===== src/rtl/seq_restoring_divider_if.sv =====
// seq_restoring_divider_if: start/operand request and result/status bundle for the divider
interface seq_restoring_divider_if #(parameter int WIDTH = 5);
  logic             start;
  logic [WIDTH-1:0] a;
  logic [WIDTH-1:0] b;
  logic [WIDTH-1:0] q;
  logic [WIDTH-1:0] r;
  logic             busy;
  logic             done;
  logic             dz;
  modport master (output start, a, b, input q, r, busy, done, dz);
  modport slave  (input start, a, b, output q, r, busy, done, dz);
endinterface


===== src/rtl/seq_restoring_divider.sv =====
// seq_restoring_divider: multi-cycle unsigned restoring divider, one quotient bit per clock
module seq_restoring_divider #(parameter int WIDTH = 5) (
  input logic                   clk,
  input logic                   rst_n,
  seq_restoring_divider_if.slave bus
);
  localparam int CW = $clog2(WIDTH + 1);
  typedef enum logic [1:0] {IDLE, RUN, DONE} state_t;
  state_t           state_q, state_d;
  logic [WIDTH-1:0] dvd_q, dvd_d, dvs_q, dvs_d, rem_q, rem_d, qo_q, qo_d, ro_q, ro_d;
  logic [CW-1:0]    cnt_q, cnt_d;
  logic             busy_q, busy_d, done_q, done_d, dz_q, dz_d;
  logic [WIDTH:0]   shifted, trial;
  logic             cout;
  always_comb begin
    shifted = {rem_q, dvd_q[WIDTH-1]};
    // subtract as add of the inverted, zero-extended divisor with carry-in 1; carry-out 1 means no borrow
    {cout, trial} = {1'b0, shifted} + {1'b0, ~{1'b0, dvs_q}} + (WIDTH+2)'(1);
    state_d = state_q;
    dvd_d   = dvd_q;
    dvs_d   = dvs_q;
    rem_d   = rem_q;
    cnt_d   = cnt_q;
    qo_d    = qo_q;
    ro_d    = ro_q;
    dz_d    = dz_q;
    busy_d  = 1'b0;
    done_d  = 1'b0;
    if (state_q == RUN) begin
      dvd_d  = {dvd_q[WIDTH-2:0], cout};
      rem_d  = cout ? trial[WIDTH-1:0] : shifted[WIDTH-1:0];
      cnt_d  = cnt_q - CW'(1);
      busy_d = cnt_q != CW'(1);
      if (cnt_q == CW'(1)) begin
        state_d = DONE;
        done_d  = 1'b1;
        qo_d    = dvd_d;
        ro_d    = rem_d;
        dz_d    = 1'b0;
      end
    end else if (bus.start && bus.b != '0) begin
      state_d = RUN;
      dvd_d   = bus.a;
      dvs_d   = bus.b;
      rem_d   = '0;
      cnt_d   = CW'(WIDTH);
      busy_d  = 1'b1;
    end else if (bus.start) begin
      state_d = DONE;
      done_d  = 1'b1;
      qo_d    = '1;
      ro_d    = bus.a;
      dz_d    = 1'b1;
    end else begin
      state_d = IDLE;
    end
  end
  always_ff @(posedge clk or negedge rst_n) begin
    if (!rst_n) begin
      state_q <= IDLE;
      dvd_q   <= '0;
      dvs_q   <= '0;
      rem_q   <= '0;
      cnt_q   <= '0;
      qo_q    <= '0;
      ro_q    <= '0;
      busy_q  <= 1'b0;
      done_q  <= 1'b0;
      dz_q    <= 1'b0;
    end else begin
      state_q <= state_d;
      dvd_q   <= dvd_d;
      dvs_q   <= dvs_d;
      rem_q   <= rem_d;
      cnt_q   <= cnt_d;
      qo_q    <= qo_d;
      ro_q    <= ro_d;
      busy_q  <= busy_d;
      done_q  <= done_d;
      dz_q    <= dz_d;
    end
  end
  assign bus.q    = qo_q;
  assign bus.r    = ro_q;
  assign bus.busy = busy_q;
  assign bus.done = done_q;
  assign bus.dz   = dz_q;
endmodule


===== src/flat_wrapper.sv =====
// flat-port wrapper written by rule: the top's interface ports become plain ports
module seq_restoring_divider_flat 
#(parameter int WIDTH = 5)
  (clk, rst_n, bus_start, bus_a, bus_b, bus_q, bus_r, bus_busy, bus_done, bus_dz);
  seq_restoring_divider_if #(.WIDTH(WIDTH)) bus_i ();
  input logic clk;
  input logic rst_n;
  input wire logic [$bits(bus_i.start)-1:0] bus_start;
  input wire logic [$bits(bus_i.a)-1:0] bus_a;
  input wire logic [$bits(bus_i.b)-1:0] bus_b;
  output wire logic [$bits(bus_i.q)-1:0] bus_q;
  output wire logic [$bits(bus_i.r)-1:0] bus_r;
  output wire logic [$bits(bus_i.busy)-1:0] bus_busy;
  output wire logic [$bits(bus_i.done)-1:0] bus_done;
  output wire logic [$bits(bus_i.dz)-1:0] bus_dz;
  assign bus_i.start = bus_start;
  assign bus_i.a = bus_a;
  assign bus_i.b = bus_b;
  assign bus_q = bus_i.q;
  assign bus_r = bus_i.r;
  assign bus_busy = bus_i.busy;
  assign bus_done = bus_i.done;
  assign bus_dz = bus_i.dz;
  seq_restoring_divider #(.WIDTH(WIDTH)) u_core (.clk(clk), .rst_n(rst_n), .bus(bus_i));
endmodule

===== config.mk =====
export PLATFORM = sky130hd
export DESIGN_NAME = seq_restoring_divider_flat
export DESIGN_NICKNAME = d
export VERILOG_FILES = /design/src/rtl/seq_restoring_divider_if.sv /design/src/rtl/seq_restoring_divider.sv /design/src/flat_wrapper.sv
export SDC_FILE = /design/constraint.sdc
export NUM_CORES = 1
export LEC_CHECK = 0
export BUFFER_PORTS_ARGS = -buffer_cell sky130_fd_sc_hd__buf_4
export CAP_MARGIN = 20
export CORE_MARGIN = 5
export CORE_UTILIZATION = 40
export CTS_BUF_LIST = sky130_fd_sc_hd__clkbuf_4
export DETAILED_ROUTE_END_ITERATION = 6
export GPL_ROUTABILITY_DRIVEN = 0
export PLACE_DENSITY_LB_ADDON = 0.3
export SYNTH_ARGS = -nofsm -noshare
export SYNTH_HDL_FRONTEND = slang
export SYNTH_SLANG_ARGS = --single-unit

===== constraint.sdc =====
create_clock -name clk -period 2.81 [get_ports clk]
set_input_delay 0.562 -clock clk [delete_from_list [all_inputs] [get_ports clk]]
set_output_delay 0.562 -clock clk [all_outputs]
set_load 0.01 [all_outputs]

==> impl_metrics.yaml, run 1 <==
timing:
  final_hold_viol_count: 0
  timing.final.crit_share: 0.854
  setup_tns_ns: 0
  max_slew_margin: 0.597
  finClkSkew_ns: 0.00718
  finalSetupViolCount: 0
  finalCriticalPeriod_ns: 2.40
  rsz0062_at_grt: "no"
  clock.fmax_mhz: 417
  worst_pin_slew_ns: 0.603
  slew_viol_final: 0
logic_synthesis:
  synth_nets: 175
  syn_area_mm2: 0.00163
  synthFlopType: "dfrtp_1"
  synth_edf_count: 0
  async_flop_share: 1.00
  synthMostInstantiatedCell: "dfrtp_1"
  synth_seq_cells: 33
  postSynthCellCount: 154
  synth_area_leaders: "dfrtp_1, ha_1, a21oi_1"
  yosysSeqAreaShare: 0.508
  yosysTopAreaCell: "dfrtp_1"
  syn_avg_cell_area_um2: 10.6
  yosysWarnings: 0
  synth_common_cells: "dfrtp_1, nor2_1, a21oi_1"
  synth_top_area_frac: 0.508
  synth_cell_types: 40
final_layout:
  final_area_mm2: 0.00190
  regArea_um2: 826
  diodes: 0
  areaGrowthSynthToFinish_pct: 16.8
  nets: 201
  multiInputGateArea_um2: 728
  layout-drive-gt1-share: 0.260
  fillCellCount: 368
clocking:
  cts_resized: 0
  htreeDepth: 2
  insertion_delay_ns: 0.34
  cts_sinks: 33
  cts_tree: "yes"
  clk_pin_slew_ns: 0.10
  cts_hold_buf: 0
  cts_buffers: 5
  cts_setup_buffers: 0
  clockBufferDepth: 2
  cts-root-buf: "clkbuf_4"
routing:
  wl_met3_um: 146
  drtIter0Drc: 79
  antenna_left: 0
  vias: 1228
  drc: 0
  drt-total-wl_mm: 3.50
  top_layer: "met4"
  vias_per_cell: 5.32
  post_drt_wl_per_cell_um: 15.2
  drt_pass1_iterations: 4
  wl_met1_mm: 1.50
  dr_wl_met2_mm: 1.77
floorplanning:
  die-area_mm2: 0.00544
  start_util: 0.410
  row_count: 23
  die_height_um: 73.8
  die_w_um: 73.8
  pin_count: 26
  core_mm2: 0.00397
hold_path:
  hp-class: "input pin to async pin"
global_routing:
  grt_pass1_wl_mm: 6.46
  grt-ovfl-total: 0
  grt_usage: 0.156
  antenna_found_initial: 0
  grt_max_degree: 34
  grt_pass1_vias: 1328
power:
  peakVddDrop_v: 0.000429
  leakage_nw: 0.874
  power-per-cell-area_mw_per_mm2: 1260
worst_setup_path:
  cp_max_fo: 4
  crit_type: "flop to flop"
  cp-start-kind: "flop"
  crit_path_end_kind: "flop"
  worstPathArrival_ns: 2.64
  cp.required_ns: 3.05
  rr_worst_depth: 9
run_status:
  status: "completed"
placement:
  io_buffers: 25
  placed_cell_area_mm2: 0.00185
  dp_hpwl_mm: 2.65
job:
  cap_violations: 0
-- registers in the layout (all words and copies together) (netlist names) --
| signal | cells |
|---|---|
| u_core.dvs_q | 5 |
| u_core.bus.q | 5 |
| u_core.rem_q | 5 |
| u_core.bus.r | 5 |
| u_core.cnt_q | 3 |
| u_core.bus.busy | 1 |
| u_core.state_q | 2 |
| u_core.bus.dz | 1 |
| u_core.bus.done | 1 |
| u_core.dvd_q | 5 |
-- cells by family after synthesis --
family          after synthesis  synth area share
compound gates               41             0.174
xor+xnor                      2            0.0108
fa+ha+maj                     8            0.0662
buf+inv                      16            0.0446
flops                        33             0.508
mux                          12            0.0777
simple gates                 42             0.119
-- area by class of cell --
class,instances,share of cell area
Multi-Input combinational cell,105,0.383
Timing Repair Buffer,26,0.103
Tap cell,50,0.0329
Sequential cell,33,0.434
Inverter,9,0.0178
Clock inverter,2,0.00527
Clock buffer,6,0.0237
-- where the power goes --
group	total [W]	internal [W]	switching [W]	leakage, nW
registers	0.000828	0.000697	0.000131	0.374
clock network	0.000263	0.000105	0.000158	0.0354
logic	0.00131	0.000584	0.000726	0.464
total	0.00240	0.00139	0.00101	0.874
-- layout by cell type, fill, tap and decap left out, drive strengths merged, types with 3 or more instances in the layout --
| cell | instances |
|---|---|
| nand2 | 12 |
| o21a | 3 |
| clkbuf | 6 |
| nor2 | 20 |
| mux2i | 7 |
| inv | 9 |
| mux2 | 5 |
| dfrtp | 33 |
| a21oi | 16 |
| buf | 26 |
| o211ai | 5 |
| o21ai | 7 |
| ha | 7 |
-- critical path, cell delays in order, from the launching register on --
cell and delay (ns):
dfrtp_1 0.41, inv_1 0.07, ha_1 0.15, inv_1 0.06
fa_1 0.42, a211oi_1 0.40, o21a_1 0.28, mux2i_1 0.28
o211ai_1 0.11, o21a_1 0.13
-- per-stage QoR --
| stage | utilization | total power [W] | hold slack (ns) | std cells | setup WS (ns) |
|---|---|---|---|---|---|
| 4_1_cts | 0.479 | 0.00243 | 0.148 | 231 | 0.426 |
| 5_1_grt | 0.479 | 0.00267 | 0.160 | 231 | 0.227 |
| 3_5_place_dp | 0.465 | 0.00216 | 0.493 | 223 | 0.439 |
| 3_3_place_gp | 0.465 | 0.00209 | 0.483 | 223 | 0.577 |
| 2_1_floorplan | - | 0.00177 | 0.266 | 154 | 0.701 |
| 6_report | 0.479 | 0.00240 | 0.152 | 231 | 0.410 |
-- final timing paths --
check	from	end	slack [ns]
min in group clk	bus_b[1]	u_core.dvs_q[1]	0.47
max in group asynchronous	rst_n	u_core.rem_q[0]	2.36
worst min register to register	u_core.bus.r[1]	u_core.bus.r[1]	0.51
worst max-delay path	u_core.dvd_q[4]	u_core.bus.r[1]	0.41
worst max register to register	u_core.dvd_q[4]	u_core.bus.r[1]	0.41
worst min-delay path	rst_n	u_core.cnt_q[1]	0.15
-- per-layer routing --
metal | GRT usage | vias to the layer above
met4 | 0.0704 | 0
li1 | - | 587
met3 | 0.0397 | 7
met1 | 0.201 | 606
met5 | 0 | -
met2 | 0.247 | 28
Note: power is estimated with default switching activity, not from simulation.
==> inputs of run 2 (changes only) <==
GPL_TIMING_DRIVEN = 0   (was not set)
==> impl_metrics.yaml, run 2 (synthesized netlist as in run 1, its figures left out) <==
final_layout:
  layout_common_cells: "dfrtp_1, buf_4, nor2_1"
  final_area_mm2: 0.00193
  nets: 207
  areaGrowthSynthToFinish_pct: 18.8
  final_common_cell: "dfrtp_1"
  diodes: 0
  layout-drive-gt1-share: 0.262
floorplanning:
  die_w_um: 73.8
  row_count: 23
  die-area_mm2: 0.00544
  pin_count: 26
  start_util: 0.410
  die_height_um: 73.8
  core_mm2: 0.00397
clocking:
  cts-root-buf: "clkbuf_4"
  clockBufferDepth: 2
  cts_tree: "yes"
  clk_pin_slew_ns: 0.11
  insertion_delay_ns: 0.34
  htreeDepth: 2
  cts_buffers: 5
  cts_resized: 0
  cts_hold_buf: 0
  cts_sinks: 33
  cts_setup_buffers: 0
timing:
  rsz0062_at_grt: "no"
  setup_tns_ns: 0
  fin_hold_ws_ns: 0.150
  finClkSkew_ns: 0.00534
  finalSetupViolCount: 0
  timing.final.crit_share: 0.828
  final_hold_viol_count: 0
  finalCriticalPeriod_ns: 2.33
  clock.fmax_mhz: 430
  max_slew_margin: 0.629
  slew_viol_final: 0
  worst_pin_slew_ns: 0.557
global_routing:
  grt_pass1_vias: 1295
  grt_max_degree: 34
  grt-ovfl-total: 0
  grt_usage: 0.142
  grt_pass1_wl_mm: 5.91
  antenna_found_initial: 0
job:
  cap_violations: 0
routing:
  drc: 0
  drt-total-wl_mm: 3.38
  antenna_left: 0
  drt_pass1_iterations: 4
  drtIter0Drc: 63
  post_drt_wl_per_cell_um: 14.3
  vias: 1253
  vias_per_cell: 5.29
hold_path:
  hp-class: "input pin to async pin"
placement:
  placed_cell_area_mm2: 0.00188
  dp_hpwl_mm: 2.56
  io_buffers: 25
worst_setup_path:
  worstPathArrival_ns: 2.56
  cp_max_fo: 4
  cp_slowest_cell: "fa_1"
  path_cells: "inv_1 -> ha_1 -> inv_1 -> fa_1 -> a211oi_1 -> o21a_1 -> mux2i_1 -> o211ai_1 -> o21a_1"
  crit_type: "flop to flop"
  cp.required_ns: 3.05
  critPathMaxStageDelay_ns: 0.43
  crit_path_end_kind: "flop"
  crit_family: "compound AO/OA/AOI/OAI gates"
  path_buf_inv: 2
  cp-start-kind: "flop"
power:
  leakage_nw: 0.890
  peakVddDrop_v: 0.000384
  power-per-cell-area_mw_per_mm2: 1240
run_status:
  status: "completed"
[run 2: layout make-up]
type,instances,area (um2)
plain buffers,7,38.8
inverters,9,33.8
well taps,50,62.6
multi-input cells,105,728
clock buffers,6,45.0
repair buffers,25,188
clock inverters,2,10.0
fillers,371,2040
flip-flops and latches,33,826
[run 2: worst paths after layout]
path / cells after the start / slack, ns / end / startpoint
min in group clk: 2 / 0.45 / u_core.dvs_q[1] / bus_b[1]
worst max-delay path: 9 / 0.48 / u_core.bus.r[1] / u_core.dvd_q[4]
worst min-delay path: 1 / 0.15 / u_core.bus.busy / rst_n
max in group asynchronous: 1 / 2.35 / u_core.bus.r[3] / rst_n
worst min register to register: 1 / 0.51 / u_core.dvs_q[1] / u_core.dvs_q[1]
worst max register to register: 9 / 0.48 / u_core.bus.r[1] / u_core.dvd_q[4]
[run 2: metal layers]
metal | wire (um) | vias up | global-route usage
li1 | - | 602 | -
met1 | 1430 | 620 | 0.175
met2 | 1760 | 23 | 0.232
met3 | 143 | 8 | 0.0397
met4 | 48 | 0 | 0.0604
met5 | 0 | - | 0
[run 2: where the power goes]
part / internal [W] / switching [W] / leakage (nW)
clock: 0.000105 / 0.000167 / 0.0354
sequential: 0.000697 / 0.000129 / 0.374
combinational: 0.000598 / 0.000697 / 0.480
total: 0.00140 / 0.000994 / 0.890
[run 2: through the flow]
step	cells	util	worst slack, ns	power [W]
after floorplan	154	-	0.701	0.00177
after detailed placement	229	0.473	0.502	0.00215
after global placement	229	0.473	0.489	0.00210
after global routing	237	0.486	0.265	0.00263
final	237	0.486	0.483	0.00239
after CTS	237	0.486	0.473	0.00243
==> inputs of run 3 (changes only) <==
clock period = 2.23 ns   (was 2.81 ns; I/O delays follow)
==> impl_metrics.yaml, run 3 (synthesized netlist as in run 1, its figures left out) <==
worst_setup_path:
  cp_max_fo: 3
  rr_worst_depth: 9
  crit_type: "flop to flop"
  cp.required_ns: 2.47
  cp-start-kind: "flop"
  crit_path_end_kind: "flop"
  worstPathArrival_ns: 2.40
clocking:
  clockBufferDepth: 2
  cts-root-buf: "clkbuf_4"
  insertion_delay_ns: 0.34
  cts_tree: "yes"
  clk_pin_slew_ns: 0.11
  htreeDepth: 2
  cts_buffers: 5
  cts_sinks: 33
  cts_hold_buf: 0
final_layout:
  diodes: 0
  areaGrowthSynthToFinish_pct: 22.2
  final_common_cell: "dfrtp_1"
  final_area_mm2: 0.00199
  fin_util: 0.501
  layout_common_cells: "dfrtp_1, buf_4, nor2_1"
  nets: 210
  layout-drive-gt1-share: 0.311
timing:
  finalWorstSetupSlack_ns: 0.0723
  worst_pin_slew_ns: 0.566
  fin_hold_ws_ns: 0.0305
  max_slew_margin: 0.623
  slew_viol_final: 0
  rsz0062_at_grt: "yes"
  setup_tns_ns: 0
  finalSetupViolCount: 0
  clock.fmax_mhz: 463
  timing.final.crit_share: 0.968
  finClkSkew_ns: 0.00790
  finalCriticalPeriod_ns: 2.16
  final_hold_viol_count: 0
global_routing:
  grt_pass1_wl_mm: 6.07
  antenna_found_initial: 0
  grt_max_degree: 34
  grt_usage: 0.146
  grt-ovfl-total: 0
  grt_pass1_vias: 1325
routing:
  vias_per_cell: 5.36
  antenna_left: 0
  vias: 1287
  drtIter0Drc: 73
  drt_pass1_iterations: 4
  post_drt_wl_per_cell_um: 14.9
  drt-total-wl_mm: 3.57
  drc: 0
floorplanning:
  die_height_um: 73.8
  start_util: 0.410
  core_mm2: 0.00397
  pin_count: 26
  die_w_um: 73.8
  row_count: 23
  die-area_mm2: 0.00544
power:
  p_int_w: 0.00191
  pwr-share-seq: 0.318
  pwr-share-clk: 0.105
  leakage_nw: 0.905
  peakVddDrop_v: 0.000511
  pwr-share-comb: 0.577
  power-per-cell-area_mw_per_mm2: 1660
  power.switching_w: 0.00138
  swShare: 0.419
placement:
  place_ws_ns: -0.0782
  placed_cell_area_mm2: 0.00188
  dp_hpwl_mm: 2.56
  io_buffers: 25
job:
  cap_violations: 0
run_status:
  status: "completed"
hold_path:
  hp-class: "input pin to async pin"
## run 3: cell types whose count changed in the layout (fill, tap and decap cells not counted), sizes merged
cell	before	now
buf	28	31
## run 3: worst max-delay path: stages (launching register included)
cell and delay (ns):
dfrtp_1 0.42, inv_1 0.07, ha_2 0.17, inv_2 0.04
fa_2 0.37, a211oi_4 0.30, o21a_1 0.20, mux2i_2 0.27
o211ai_1 0.11, o21a_1 0.12
## run 3: layout make-up
cell class | instances | area [um2]
Multi-Input combinational cell | 105 | 762
Tap cell | 50 | 62.6
Clock inverter | 2 | 10.0
Inverter | 9 | 33.8
Fill cell | 368 | 1980
Sequential cell | 33 | 826
Timing Repair Buffer | 28 | 210
Clock buffer | 6 | 45.0
Buffer | 7 | 38.8
## run 3: path summary, 6_finish.rpt
kind                                 start         endpoint  slack, ns
max                        u_core.dvd_q[4]  u_core.bus.r[1]       0.07
min                                  rst_n  u_core.bus.busy       0.03
max reg2reg                u_core.dvd_q[4]  u_core.bus.r[1]       0.07
min reg2reg                u_core.dvs_q[1]  u_core.dvs_q[1]       0.51
max in group asynchronous            rst_n  u_core.bus.r[3]       1.90
min in group clk                  bus_b[1]  u_core.dvs_q[1]       0.33
## run 3: layer usage
layer	routed length (um)	vias to the layer above	part of all wire	GRT usage
met5	0	-	0	0
met1	1500	651	0.42	0.178
met4	53	0	0.015	0.0604
met2	1880	22	0.53	0.241
met3	131	6	0.037	0.0397
li1	-	608	-	-
## run 3: power by group through the flow
stage / combinational [W] / clock (W) / sequential, W
after floorplan: 0.00117 / 0 / 0.00106
final: 0.00190 / 0.000345 / 0.00105
after CTS: 0.00173 / 0.000353 / 0.00105
after detailed placement: 0.00165 / 0 / 0.00106
after global routing: 0.00213 / 0.000376 / 0.00108
after global placement: 0.00160 / 0 / 0.00104
## run 3: what timing repair did
item	in CTS	in global routing
buffers inserted	1	2
gates resized for setup	2	9
setup endpoints to repair	4	12
pin swaps	1	2
## run 3: through the flow
stage               std cells  power [W]
floorplan                 154    0.00223
global placement          229    0.00264
detailed placement        229    0.00270
CTS                       238    0.00313
global route              240    0.00359
finish                    240    0.00329
